===== config.mk =====
export PLATFORM = sky130hd
export DESIGN_NAME = i2c_master_word_ctl
export DESIGN_NICKNAME = d
export VERILOG_FILES = /design/src/rtl/i2c_master_word_ctl.sv
export SDC_FILE = /design/constraint.sdc
export NUM_CORES = 1
export LEC_CHECK = 0
export CORE_ASPECT_RATIO = 1.25
export CORE_MARGIN = 8
export CORE_UTILIZATION = 55
export CTS_BUF_LIST = sky130_fd_sc_hd__clkbuf_16
export DETAILED_ROUTE_END_ITERATION = 7
export PLACE_DENSITY_LB_ADDON = 0.3
export REMOVE_ABC_BUFFERS = 1
export SETUP_SLACK_MARGIN = 0.02
export SYNTH_ARGS = -nofsm -noshare
export SYNTH_HDL_FRONTEND = slang
export SYNTH_SLANG_ARGS = --single-unit

===== constraint.sdc =====
create_clock -name sysclk_i -period 4.6 [get_ports sysclk_i]
set_clock_uncertainty 0.05 [all_clocks]
set_input_delay 0.69 -clock sysclk_i [delete_from_list [all_inputs] [get_ports sysclk_i]]
set_output_delay 0.69 -clock sysclk_i [all_outputs]
set_load 0.005 [all_outputs]

===== src/rtl/i2c_master_word_ctl.sv =====
// Word-level I2C master sequencer: turns START/WRITE/READ/ACK/STOP word commands into bit commands.
// Optional SMBus PEC (CRC-8) over data bits is enabled with `define I2C_WORD_PEC_EN.
//
// state    | meaning
// ---------+----------------------------------------------------
// ST_IDLE  | waiting for a command, cmd_ready_o high when enabled
// ST_START | issuing (repeated) START
// ST_WRITE | shifting out the data word, MSB first
// ST_READ  | shifting in the data word, MSB first
// ST_ACK   | reading slave ACK (write) or sending master ACK (read)
// ST_STOP  | issuing STOP
module i2c_master_word_ctl #(
    parameter int WORD_BITS = 8,
    parameter int CNT_W     = 4
) (
    input  logic                 sysclk_i,
    input  logic                 reset_n_i,
    input  logic                 enable_i,
    input  logic                 cmd_valid_i,
    output logic                 cmd_ready_o,
    input  logic                 cmd_start_i,
    input  logic                 cmd_write_i,
    input  logic                 cmd_read_i,
    input  logic                 cmd_stop_i,
    input  logic                 ack_in_i,
    input  logic [WORD_BITS-1:0] data_i,
    output logic [WORD_BITS-1:0] data_o,
    output logic                 done_o,
    output logic                 rx_ack_o,
    output logic                 al_o,
    output logic                 busy_o,
    output logic [2:0]           bit_cmd_o,
    output logic                 bit_din_o,
    input  logic                 bit_ack_i,
    input  logic                 bit_dout_i,
`ifdef I2C_WORD_PEC_EN
    input  logic                 pec_clr_i,
    output logic [7:0]           pec_o,
`endif
    input  logic                 bit_al_i
);

    typedef enum logic [2:0] {
        ST_IDLE  = 3'd0,
        ST_START = 3'd1,
        ST_WRITE = 3'd2,
        ST_READ  = 3'd3,
        ST_ACK   = 3'd4,
        ST_STOP  = 3'd5
    } state_t;

    localparam logic [2:0] BC_NOP   = 3'd0;
    localparam logic [2:0] BC_START = 3'd1;
    localparam logic [2:0] BC_STOP  = 3'd2;
    localparam logic [2:0] BC_WRITE = 3'd3;
    localparam logic [2:0] BC_READ  = 3'd4;

    localparam logic [CNT_W-1:0] CNT_LOAD = CNT_W'(WORD_BITS - 1);

    state_t               state_q, state_d;
    logic [CNT_W-1:0]     cnt_q, cnt_d;
    logic [WORD_BITS-1:0] shift_q, shift_d;
    logic                 wr_q, wr_d;
    logic                 rd_q, rd_d;
    logic                 stop_q, stop_d;
    logic [2:0]           bit_cmd_q, bit_cmd_d;
    logic                 bit_din_q, bit_din_d;
    logic                 done_q, done_d;
    logic                 al_q, al_d;
    logic [WORD_BITS-1:0] data_q, data_d;
    logic                 rx_ack_q, rx_ack_d;

    logic                 accept;
    logic                 abort;
    logic                 last_bit;
    logic                 finish;
    logic [WORD_BITS-1:0] shift_rd;

    assign cmd_ready_o = (state_q == ST_IDLE) && enable_i;
    assign busy_o      = (state_q != ST_IDLE);
    assign accept      = cmd_valid_i && cmd_ready_o;
    // Loss of arbitration or a disable both drop the transfer without a STOP.
    assign abort       = (state_q != ST_IDLE) && (!enable_i || bit_al_i);
    assign last_bit    = (cnt_q == '0);
    assign shift_rd    = (shift_q << 1) | WORD_BITS'(bit_dout_i);

    assign bit_cmd_o = bit_cmd_q;
    assign bit_din_o = bit_din_q;
    assign done_o    = done_q;
    assign al_o      = al_q;
    assign data_o    = data_q;
    assign rx_ack_o  = rx_ack_q;

`ifdef I2C_WORD_PEC_EN
    logic [7:0] pec_q, pec_d;
    logic       pec_upd;
    logic       pec_bit;
    assign pec_o = pec_q;
`endif

    always_ff @(posedge sysclk_i or negedge reset_n_i) begin
        if (!reset_n_i) begin
            state_q   <= ST_IDLE;
            cnt_q     <= '0;
            shift_q   <= '1;
            wr_q      <= 1'b0;
            rd_q      <= 1'b0;
            stop_q    <= 1'b0;
            bit_cmd_q <= BC_NOP;
            bit_din_q <= 1'b1;
            done_q    <= 1'b0;
            al_q      <= 1'b0;
            data_q    <= '0;
            rx_ack_q  <= 1'b1;
`ifdef I2C_WORD_PEC_EN
            pec_q     <= 8'h00;
`endif
        end else begin
            state_q   <= state_d;
            cnt_q     <= cnt_d;
            shift_q   <= shift_d;
            wr_q      <= wr_d;
            rd_q      <= rd_d;
            stop_q    <= stop_d;
            bit_cmd_q <= bit_cmd_d;
            bit_din_q <= bit_din_d;
            done_q    <= done_d;
            al_q      <= al_d;
            data_q    <= data_d;
            rx_ack_q  <= rx_ack_d;
`ifdef I2C_WORD_PEC_EN
            pec_q     <= pec_d;
`endif
        end
    end

    always_comb begin
        state_d = state_q;
        cnt_d   = cnt_q;
        shift_d = shift_q;
        wr_d    = wr_q;
        rd_d    = rd_q;
        stop_d  = stop_q;
        finish  = 1'b0;
        if (abort) begin
            state_d = ST_IDLE;
        end else begin
            case (state_q)
                ST_IDLE: begin
                    if (accept) begin
                        wr_d    = cmd_write_i;
                        rd_d    = cmd_read_i && !cmd_write_i;
                        stop_d  = cmd_stop_i;
                        shift_d = data_i;
                        cnt_d   = CNT_LOAD;
                        if (cmd_start_i)      state_d = ST_START;
                        else if (cmd_write_i) state_d = ST_WRITE;
                        else if (cmd_read_i)  state_d = ST_READ;
                        else if (cmd_stop_i)  state_d = ST_STOP;
                        else                  finish  = 1'b1;
                    end
                end
                ST_START: begin
                    if (bit_ack_i) begin
                        if (wr_q)        state_d = ST_WRITE;
                        else if (rd_q)   state_d = ST_READ;
                        else if (stop_q) state_d = ST_STOP;
                        else begin
                            state_d = ST_IDLE;
                            finish  = 1'b1;
                        end
                    end
                end
                ST_WRITE: begin
                    if (bit_ack_i) begin
                        shift_d = shift_q << 1;
                        cnt_d   = cnt_q - 1'b1;
                        if (last_bit) state_d = ST_ACK;
                    end
                end
                ST_READ: begin
                    if (bit_ack_i) begin
                        shift_d = shift_rd;
                        cnt_d   = cnt_q - 1'b1;
                        if (last_bit) state_d = ST_ACK;
                    end
                end
                ST_ACK: begin
                    if (bit_ack_i) begin
                        if (stop_q) state_d = ST_STOP;
                        else begin
                            state_d = ST_IDLE;
                            finish  = 1'b1;
                        end
                    end
                end
                ST_STOP: begin
                    if (bit_ack_i) begin
                        state_d = ST_IDLE;
                        finish  = 1'b1;
                    end
                end
                default: state_d = ST_IDLE;
            endcase
        end
    end

    always_comb begin
        bit_cmd_d = BC_NOP;
        bit_din_d = 1'b1;
        done_d    = finish;
        al_d      = (state_q != ST_IDLE) && bit_al_i;
        data_d    = data_q;
        rx_ack_d  = rx_ack_q;
        // A fresh bit command is presented one idle cycle after every ack.
        if (!abort && !bit_ack_i) begin
            case (state_q)
                ST_START: bit_cmd_d = BC_START;
                ST_WRITE: begin
                    bit_cmd_d = BC_WRITE;
                    bit_din_d = shift_q[WORD_BITS-1];
                end
                ST_READ:  bit_cmd_d = BC_READ;
                ST_ACK: begin
                    if (wr_q) begin
                        bit_cmd_d = BC_READ;
                    end else begin
                        bit_cmd_d = BC_WRITE;
                        bit_din_d = ack_in_i;
                    end
                end
                ST_STOP:  bit_cmd_d = BC_STOP;
                default:  bit_cmd_d = BC_NOP;
            endcase
        end
        if (!abort && bit_ack_i && state_q == ST_READ && last_bit) data_d = shift_rd;
        if (!abort && bit_ack_i && state_q == ST_ACK && wr_q)      rx_ack_d = bit_dout_i;
`ifdef I2C_WORD_PEC_EN
        pec_upd = !abort && bit_ack_i && (state_q == ST_WRITE || state_q == ST_READ);
        pec_bit = (state_q == ST_WRITE) ? shift_q[WORD_BITS-1] : bit_dout_i;
        pec_d   = pec_q;
        if (pec_clr_i)    pec_d = 8'h00;
        else if (pec_upd) pec_d = {pec_q[6:0], 1'b0} ^ ((pec_q[7] ^ pec_bit) ? 8'h07 : 8'h00);
`endif
    end

endmodule


==> flow_summary.toml, run 1 <==
[floorplanning]
design.die.area_mm2 = 0.00536
fp.dieW_um = 67.1
io_pins = 37
coreArea_mm2 = 0.00317
die_h_um = 79.9
rows = 23
initial_utilization_pct = 56.7

[placed_design]
place_hpwl_um = 3280
io_buffers = 36
place_congestion = 0.931

[final_layout]
synthToLayoutAreaGrowth_pct = 30.0
diodes = 0
nets = 239
drive_gt1_share_pct = 15.7

[synthesis]
synth-edff-count = 0
yosysUniqueCellTypes = 47
synth_top_cell_area_share_pct = 32.1
yosysMostFrequentCell = "dfrtp_1"
synthArstFlopShare_pct = 100
ys_warn_count = 0
syn_inst = 181
synth.largest_area_cell = "dfrtp_1"
synth.top_cells.by_area = "dfrtp_1 32%, dfstp_2 15%, mux2_2 6.9%, nand2_1 4.6%, a2bb2oi_1 3.4%"
yosysSeqAreaShare_pct = 46.7
synth_area_mm2 = 0.00180
synthTopCellsByCount = "23 x dfrtp_1, 22 x nand2_1, 12 x nor2_1, 11 x mux2_2, 10 x dfstp_2"
ys_ff_latch = 33
avgSynthCellArea_um2 = 9.92
ys.flop_type = "dfrtp_1"

[worst_setup_path]
worst-endpoint-arrival_ns = 3.01
worstPathCellList = "inv_1 > ha_1 > clkinv_1 > a211oi_1 > or4_1 > mux2i_1"
required_ns = 4.73
crit_path_top_delay_cell = "ha_1"
worstSetupPathType = "reg -> reg"
path_delay_family = "buffers and inverters"
cp_slowest_stage_delay_ns = 0.61
endpoint_kind = "register"
critical_path.max_fanout = 19
start_kind = "register"
cp_num_buf_inv = 2

[clock_network]
cts_sinks = 33
clock_path_buffers = 2
clk_pin_slew_ns = 0.05
cts_tree = "built"
htreeDepth = 2
cts_root_buffer = "clkbuf_16"
cts.repair.resized = 0
cts_setup_buffers = 0
numCtsBuffers = 5
cts_hold_buffers = 0
worstSkewPairLatency_ns = 0.28

[power]
p_total_uw = 1370
ir_drop_mv = 0.373
p_leak_uw = 0.000949
power_density_mw_per_mm2 = 588

[sta]
tightest_slew_ns = 0.957
drv_slew = 0
hold_viol = 0
setup_viol = 0
rsz0062_at_grt = "false"
setup_tns_ns = 0
fin_crit_sh_pct = 62.7
fin_crit_ns = 2.88
max_freq_ghz = 0.347
maxSlewHeadroom_pct = 35.7
hold_ws_ns = 0.436

[global_routing]
grt_pass1_vias = 1656
grt_max_degree = 34
grt_first_pass_wirelength_um = 7790
overflow = 0
antenna_found_initial = 0
grt_use_total_pct = 19.0

[drt]
wl_um = 4770
drtPass1Iterations = 6
drt_iter0_drc = 142
drtAntennaViolNets = 0
wl_per_cell_um = 18.8
drc = 0
viasPerCell = 6.37
vias = 1611

[status]
status = "finished, final reports clean"

[hold_path]
hp-class = "reg -> reg"

[run]
maxCapViolCount = 0
[path summary, 6_finish.rpt]
path | cells past startpoint | end | slack [ns] | startpoint
max | 6 | state_q[0] | 1.72 | state_q[2]
min | 2 | shift_q[3] | 0.44 | shift_q[3]
max reg2reg | 6 | state_q[0] | 1.72 | state_q[2]
min reg2reg | 2 | shift_q[3] | 0.44 | shift_q[3]
max in group asynchronous | 2 | shift_q[6] | 3.40 | reset_n_i
min in group asynchronous | 2 | data_o[0] | 0.76 | reset_n_i
[registers in the layout, indices dropped and copies added (netlist names)]
register   cells
state_q        3
data_o         8
bit_cmd_o      3
bit_din_o      1
cnt_q          4
wr_q           1
stop_q         1
rd_q           1
rx_ack_o       1
al_o           1
shift_q        8
done_o         1
[layout make-up]
cell class,instances,area [µm²]
clock buffer,5,125
sequential,33,838
clock inverter,3,41.3
tap,37,46.3
timing repair buffer,37,368
fill,247,831
inverter,7,27.5
multi-input combinational,131,888
[logic make-up after synthesis]
family / Yosys count / share of synthesized area, %
adder cells (fa/ha/maj): 4 / 2.79
flip-flops: 33 / 46.7
AO/OA/AOI/OAI: 43 / 16.7
AND/OR/NAND/NOR: 69 / 20.8
buffers and inverters: 17 / 3.83
multiplexers: 15 / 9.20
[layer usage]
| metal | wire length (µm) | global-route usage, % |
|---|---|---|
| met5 | 0 | 0 |
| met4 | 146 | 8.39 |
| met3 | 311 | 5.90 |
| met2 | 2520 | 32.8 |
| met1 | 1790 | 20.4 |
[per-stage QoR]
step	area [µm²]	instances	setup slack [ns]	util [%]
detailed placement	2170	245	1.83	68.5
finish	2330	253	1.72	73.8
floorplan	1750	171	2.35	-
global placement	2170	245	1.88	68.5
global route	2330	253	1.51	73.8
CTS	2330	253	1.79	73.8
[power breakdown]
group          internal, µW  switching [µW]
sequential              403             116
clock                   253             122
combinational           218             261
[layout by cell type, fill, tap and decap left out, drive strengths merged, types with 3 or more instances in the layout]
master / synthesis / layout
clkbuf: 7 / 5
mux2: 12 / 12
inv: 5 / 5
nor3: 5 / 5
nor2: 12 / 12
dfstp: 10 / 10
mux2i: 3 / 3
ha: 4 / 4
nand3: 4 / 4
clkinv: 2 / 3
a21oi: 7 / 7
o21ai: 13 / 13
nand2b: 7 / 7
dfrtp: 23 / 23
nand2: 22 / 22
a2bb2oi: 7 / 7
clkdlybuf4s50: 0 / 36
nor2b: 3 / 3
[worst reg2reg max path, stage by stage, from the launching register on]
cell      delay, ns
dfrtp_1        0.58
inv_1          0.26
ha_1           0.61
clkinv_1       0.46
a211oi_1       0.27
or4_1          0.26
mux2i_1        0.29
Power figures use the tool's default switching activity.
==> run 2, diff against run 1 <==
CORE_UTILIZATION = 51   (was 55)
clock period = 3 ns   (was 4.6 ns; I/O delays follow)
==> flow_summary.toml, run 2 (synthesis results as in run 1) <==
[drt]
drtAntennaViolNets = 0
highest_layer = "met4"
drt_iter0_drc = 117
drtPass1Iterations = 4
wl_um = 4410
viasPerCell = 5.99
wl_per_cell_um = 17.2
met1_length_um = 1760
route.met3.wl_um = 288
vias = 1540
wl_met2_um = 2330
drc = 0

[clock_network]
clock_path_buffers = 2
worstSkewPairLatency_ns = 0.28
cts_tree = "built"
cts_root_buffer = "clkbuf_16"
numCtsBuffers = 5
cts_setup_buffers = 0
cts_hold_buffers = 0
clk_pin_slew_ns = 0.05
cts_sinks = 33
cts.repair.resized = 0
htreeDepth = 2

[sta]
layout_setup_ws_ns = 0.477
fin_crit_sh_pct = 84.1
drv_slew = 0
fin_crit_ns = 2.52
setup_viol = 0
setup_tns_ns = 0
max_freq_ghz = 0.396
tightest_slew_ns = 0.982
hold_viol = 0
maxSlewHeadroom_pct = 34.1
rsz0062_at_grt = "false"

[worst_setup_path]
worst-endpoint-arrival_ns = 2.63
cp_slowest_stage_delay_ns = 0.68
path_delay_family = "flip-flops"
worstSetupPathType = "reg -> reg"
crit_path_top_delay_cell = "dfrtp_1"
cp_num_buf_inv = 0
worstPathCellList = "ha_1 > nand2b_1 > a32oi_2 > mux2_1 > o31a_1"
endpoint_kind = "register"
start_kind = "register"
required_ns = 3.11
critical_path.max_fanout = 19

[status]
status = "finished, final reports clean"

[power]
p_leak_uw = 0.000959
power_density_mw_per_mm2 = 855
p_int_uw = 1260
combPwrFrac_pct = 37.9
ir_drop_mv = 0.607
pwr-share-seq_pct = 38.2
clockPowerShare_pct = 23.9
switching_share_pct = 36.4
power_switching_uw = 722

[global_routing]
overflow = 0
grt_max_degree = 34
grt_first_pass_wirelength_um = 7440
antenna_found_initial = 0
grt_use_total_pct = 15.9
grt_pass1_vias = 1603

[final_layout]
fillCellCount = 281
drive_gt1_share_pct = 15.6
register_area_um2 = 838
layout_common_cells = "36 x clkdlybuf4s50_1, 23 x dfrtp_1, 22 x nand2_1"
layout_commonest_cell = "clkdlybuf4s50_1"
multi_input_area_um2 = 888
synthToLayoutAreaGrowth_pct = 29.3
nets = 241
diodes = 0

[placed_design]
place_congestion = 0.883
preCtsSetupSlack_ns = 0.529
place_hpwl_um = 3140
io_buffers = 36

[floorplanning]
io_pins = 37
design.die.area_mm2 = 0.00569
die_h_um = 82.3
initial_utilization_pct = 52.4
fp.dieW_um = 69.1
rows = 24
coreArea_mm2 = 0.00342

[run]
maxCapViolCount = 0

[hold_path]
hp-class = "reg -> reg"
## run 2: layout make-up
class,count,share of cell area (%)
Tap cell,39,2.10
Clock inverter,3,0.485
Multi-Input combinational cell,131,38.3
Inverter,7,1.19
Sequential cell,33,36.1
Clock buffer,5,5.39
Timing Repair Buffer,39,16.5
## run 2: metrics by stage
| stage | power (µW) | instances | area [µm²] | utilization (%) | hold slack (ns) |
|---|---|---|---|---|---|
| after floorplan | 1220 | 171 | 1750 | - | 0.104 |
| after global placement | 1480 | 249 | 2190 | 63.9 | 0.412 |
| after detailed placement | 1500 | 249 | 2190 | 63.9 | 0.430 |
| after CTS | 1990 | 257 | 2320 | 67.8 | 0.434 |
| after global routing | 2110 | 257 | 2320 | 67.8 | 0.444 |
| final | 1990 | 257 | 2320 | 67.8 | 0.431 |
## run 2: final timing paths
kind / start / to / slack (ns) / cells past startpoint
worst max-delay path: state_q[1] / cnt_q[2] / 0.48 / 5
worst min-delay path: shift_q[3] / shift_q[3] / 0.43 / 2
worst max register to register: state_q[1] / cnt_q[2] / 0.48 / 5
worst min register to register: shift_q[3] / shift_q[3] / 0.43 / 2
max in group asynchronous: reset_n_i / shift_q[5] / 2.05 / 2
min in group asynchronous: reset_n_i / done_o / 0.52 / 2
## run 2: worst min-delay path, stage by stage, from the launching register on
cell and delay, ns:
dfstp_2 0.37, nand2_1 0.05, o21ai_1 0.06
## run 2: per-layer routing
layer	vias to the layer above	GRT usage (%)
li1	730	-
met1	757	16.7
met2	48	28.6
met3	5	5.97
met4	0	6.16
met5	-	0
## run 2: power groups by stage
stage / Combinational [µW] / Sequential (µW) / Clock, µW
after floorplan: 482 / 740 / 0
after global placement: 725 / 751 / 0
after detailed placement: 742 / 763 / 0
after CTS: 753 / 757 / 484
after global routing: 834 / 776 / 504
final: 752 / 759 / 475
